**config.mk**
```make
export PLATFORM = sky130hd
export DESIGN_NAME = if_id_decode
export DESIGN_NICKNAME = d
export VERILOG_FILES = /design/src/rtl/if_id_decode.sv
export SDC_FILE = /design/constraint.sdc
export NUM_CORES = 1
export LEC_CHECK = 0
export CAP_MARGIN = 10
export CORE_MARGIN = 2
export CORE_UTILIZATION = 41
export CTS_BUF_LIST = sky130_fd_sc_hd__clkbuf_8
export DETAILED_ROUTE_END_ITERATION = 7
export GPL_TIMING_DRIVEN = 0
export PLACE_DENSITY = 0.72
export SLEW_MARGIN = 20
export SYNTH_ARGS = -nofsm -noshare
export SYNTH_HDL_FRONTEND = slang
export SYNTH_SLANG_ARGS = --single-unit
```
**constraint.sdc**
```tcl
create_clock -name Clock -period 5.05 [get_ports Clock]
set_clock_uncertainty 0.1 [all_clocks]
set_input_delay 1.01 -clock Clock [delete_from_list [all_inputs] [get_ports Clock]]
set_output_delay 1.01 -clock Clock [all_outputs]
set_load 0.02 [all_outputs]
```
**src/rtl/if_id_decode.sv**
```systemverilog
// if_id_decode: instruction queue + main decode; define IF_ID_ILLEGAL_TRAP_EN to add the illegal-opcode trap
module if_id_decode #(
    parameter int DEPTH = 2
) (
    input  logic        Clock,
    input  logic        Reset,
    input  logic        in_valid,
    output logic        in_ready,
    input  logic [31:0] in_pc,
    input  logic [31:0] in_instr,
    input  logic        flush,
    output logic        out_valid,
    input  logic        out_ready,
    output logic [31:0] out_pc,
    output logic [5:0]  opcode,
    output logic [4:0]  rs,
    output logic [4:0]  rt,
    output logic [4:0]  rd,
    output logic [5:0]  funct,
    output logic [31:0] imm_ext,
    output logic        B,
    output logic        jump,
    output logic        reg_dst,
    output logic        alu_src,
    output logic        mem_to_reg,
    output logic        reg_write,
    output logic        mem_read,
    output logic        mem_write,
    output logic [1:0]  alu_op
`ifdef IF_ID_ILLEGAL_TRAP_EN
    ,
    output logic        illegal
`endif
);
    localparam int AW = $clog2(DEPTH);
    localparam int CW = AW + 1;

    logic [31:0]   pc_mem    [DEPTH];
    logic [31:0]   instr_mem [DEPTH];
    logic [AW-1:0] wr_ptr;
    logic [AW-1:0] rd_ptr;
    logic [CW-1:0] count;
    logic          push;
    logic          pop;
    logic          hold;
    logic [31:0]   head_pc;
    logic [31:0]   head_instr;

    assign in_ready   = count != CW'(DEPTH);
    assign out_valid  = count != '0;
    assign push       = in_valid & in_ready & ~flush;
    assign pop        = out_valid & out_ready & ~flush & ~hold;
    assign head_pc    = pc_mem[rd_ptr];
    assign head_instr = instr_mem[rd_ptr];

`ifdef IF_ID_ILLEGAL_TRAP_EN
    logic known;
    assign known   = head_instr[31:26] inside {6'h00, 6'h23, 6'h2b, 6'h04, 6'h08, 6'h02};
    assign illegal = out_valid & ~known;
    assign hold    = illegal;
`else
    assign hold = 1'b0;
`endif

    // pointers and occupancy; flush wins over any same-cycle push or pop
    always_ff @(posedge Clock or negedge Reset) begin
        if (!Reset) begin
            wr_ptr <= '0;
            rd_ptr <= '0;
            count  <= '0;
        end else if (flush) begin
            wr_ptr <= '0;
            rd_ptr <= '0;
            count  <= '0;
        end else begin
            if (push) wr_ptr <= wr_ptr + AW'(1);
            if (pop) rd_ptr <= rd_ptr + AW'(1);
            count <= count + CW'(push) - CW'(pop);
        end
    end

    // entry storage, deliberately left out of reset
    always_ff @(posedge Clock) begin
        if (push) begin
            pc_mem[wr_ptr]    <= in_pc;
            instr_mem[wr_ptr] <= in_instr;
        end
    end

    // head decode, every output forced to zero while the queue is empty
    always_comb begin
        {B, jump, reg_dst, alu_src, mem_to_reg, reg_write, mem_read, mem_write, alu_op} = '0;
        out_pc  = out_valid ? head_pc : '0;
        opcode  = out_valid ? head_instr[31:26] : '0;
        rs      = out_valid ? head_instr[25:21] : '0;
        rt      = out_valid ? head_instr[20:16] : '0;
        rd      = out_valid ? head_instr[15:11] : '0;
        funct   = out_valid ? head_instr[5:0] : '0;
        imm_ext = out_valid ? {{16{head_instr[15]}}, head_instr[15:0]} : '0;
        if (out_valid) begin
            case (head_instr[31:26])
                6'b000000: begin reg_dst = 1'b1; reg_write = 1'b1; alu_op = 2'b10; end
                6'b100011: begin alu_src = 1'b1; mem_to_reg = 1'b1; reg_write = 1'b1; mem_read = 1'b1; end
                6'b101011: begin alu_src = 1'b1; mem_write = 1'b1; end
                6'b000100: begin B = 1'b1; alu_op = 2'b01; end
                6'b001000: begin alu_src = 1'b1; reg_write = 1'b1; end
                6'b000010: jump = 1'b1;
                default: ;
            endcase
        end
    end
endmodule

```
==> results.md <==
* Commonest non-fill, non-tap cell in the layout: clkdlybuf4s50_1
* Pleak at 2.71 nW
* Number of CTS-inserted buffers at 17
* Routability Congestion at 0.770
* Endpoints failing hold at 0
* Die area at 14,400 sq um
* Final Max Tran Viols at 0
* Layout area overhead at 43.6%
* DP HPWL at 7.81 mm
* Clk pin slew, worst setup/hold paths at 0.07 ns
* Ys Warns at 0
* I/O Buffers at 171
* Die width at 120 microns
* Avg Cell Area, Syn at 15.8 sq um
* Nets at 614
* Total power at 3.07 mW
* Critical setup path kind: flip-flop to primary output
* Worst slew pin tran at 1.03 ns
* Clock Tree Buf Depth at 2
* Worst slew margin at 30.8%
* Data arrival, critical path at 2.97 ns
* Worst IR Drop VDD at 201 uV
* Avg WL per Cell at 15.4 microns
* CTS Root Cell: clkbuf_8
* Mapped Area at 5520 sq um
* Number of antenna violations at the first check in global routing at 0
* Period minus WS final at 4.08 ns
* WL final at 11.3 mm
* Flops & latches, synth at 132
* Dominant synthesized flop cell: edfxtp_1
* # setup viols final at 0
* Library cells used by synthesis at 33
* Top post-synthesis cells by area: edfxtp_1, mux2i_1, nor2_1, buf_4, dfrtp_1
* Achievable Freq at 245 MHz
* Drt pass-1 iters at 4
* First-pass GRT wire length at 17.4 mm
* DRT iter0 DRCs at 164
* MaxCap Viol Count at 0
* CTS tree: yes
* Post-CTS setup buffers at 0
* Final worst setup slack at 0.969 ns
* Via/cell ratio at 4.59
* Remaining antenna violation count at 0
* Post-synth top area cell: edfxtp_1
* Via count at 3,353
* Post-Syn Nets at 420
* GRT overflow at 0
* Min Hold Slack at 0.522 ns
* CP endpoint kind: primary output
* Die Y at 120 microns
* Unrepaired setup endpoints after global routing: no
* Cts hold-fix bufs at 0
* Most frequent cells in the layout: clkdlybuf4s50_1, edfxtp_1, nor2_1, mux2i_1, buf_4
* Post-synthesis sequential area ratio at 71.5%
* Filler cell count at 1,039
* Placed cell area at 7550 sq um
* Worst Path Required at 3.94 ns
* Place WS at 1.40 ns
* Async set-reset flop share out of synthesis at 3.03%
* Vias in the first global route at 3,553
* Placed insts at 700
* Worst Setup Start Kind: flip-flop
* Inserted Diodes at 0
* P per Cell Area at 388 nW/um^2
* # clock sinks at 132
* Top Ports at 172
* Max FO, Critical Path at 18
* Drt drc at 0
* Outcome: finished clean
* Period utilisation layout at 80.8%
* Area fraction of the dominant cell type after synthesis at 69.6%
* Initial cell density of the core at 41.8%
* Layout cells sized above 1 at 15.7%
* GRT Total Usage at 16.0%
* Core Rows at 42
* Largest net degree at the start of global routing at 27
* Post-synth EDFFs at 128
* Post-CTS Resized at 0
* H-tree Lvls at 4
* Finished Layout Cells at 731
* Hold crit path type: flip-flop to flip-flop
* Cell area after layout at 7930 sq um
* Core footprint at 13,200 sq um
* Mapped Cells at 349
* Worst skew pair latency at 0.42 ns
## final timing paths
| kind | startpoint | endpoint | slack [ns] | depth (start not counted) |
|---|---|---|---|---|
| setup / recovery | rd_ptr | imm_ext[22] | 0.97 | 6 |
| max in group asynchronous | Reset | count[0] | 4.00 | 1 |
| min in group asynchronous | Reset | wr_ptr | 0.68 | 1 |
| setup reg to reg | count[0] | instr_mem[1][14] | 3.00 | 4 |
| hold reg to reg | count[1] | count[1] | 0.52 | 2 |
| hold / removal | count[1] | count[1] | 0.52 | 2 |
## routing by layer
layer	vias to the layer above	global-route usage (%)	share of wire (%)
met4	0	5.44	1.1
met3	13	5.89	7.0
met2	118	27.0	50
met1	1586	18.8	41
li1	1636	-	-
met5	-	0	0
## synth_stat cells, types with 2 or more instances
cell type  number
inv_1           3
buf_4          29
nor4_2          2
nor3_2          2
mux2i_1        63
nor3b_2         2
buf_6           7
nor2_1         75
xor2_1          2
and3b_1         2
edfxtp_1      128
clkbuf_1        2
o22ai_1         2
o22ai_2         2
dfrtp_1         4
ha_1            2
nand3_1         2
buf_2           5
## where the power goes
| group | leakage, nW | switching, mW | internal [mW] |
|---|---|---|---|
| Sequential | 1.23 | 0.0176 | 1.26 |
| Clock | 0.195 | 0.380 | 0.473 |
| Combinational | 1.29 | 0.482 | 0.459 |
| Total | 2.71 | 0.880 | 2.19 |
## critical path, stage by stage, from the launching register on
cell and delay, ns:
dfrtp_1 0.36, buf_4 0.24, buf_6 0.21, mux2i_1 0.09, nor2_1 0.78, buf_4 0.24
clkdlybuf4s50_1 0.61
## per-stage QoR
stage          setup TNS (ns)  util (%)
2_1_floorplan               0         -
5_1_grt                     0      60.1
4_1_cts                     0      60.1
3_3_place_gp          -199.61      56.5
6_report                    0      60.1
3_5_place_dp                0      57.2
## sequential cells by signal, indices dropped and copies added (netlist names)
register,count
count,2
wr_ptr,1
pc_mem,64
instr_mem,64
rd_ptr,1
## cells by family (layout without fill, tap and decap cells)
kind of cell	after synthesis	count (layout)	synth area share, %
XOR/XNOR	2	2	0.317
adder cells (fa/ha/maj)	2	2	0.453
AO/OA/AOI/OAI	8	8	1.36
multiplexers	65	65	12.1
flip-flops	132	132	71.5
AND/OR/NAND/NOR	94	94	8.14
buffers and inverters	46	252	6.17
## final cells by class
class                   count  area (sq um)  area share [%]
clock buffers              17           234            2.95
clock inverters            14           145            1.83
flip-flops and latches    132          3940            49.8
plain buffers              43           329            4.15
well taps                 176           220            2.78
multi-input cells         171          1250            15.8
inverters                   3          11.3           0.142
repair buffers            175          1790            22.6
Note: power is estimated with default switching activity, not from simulation.
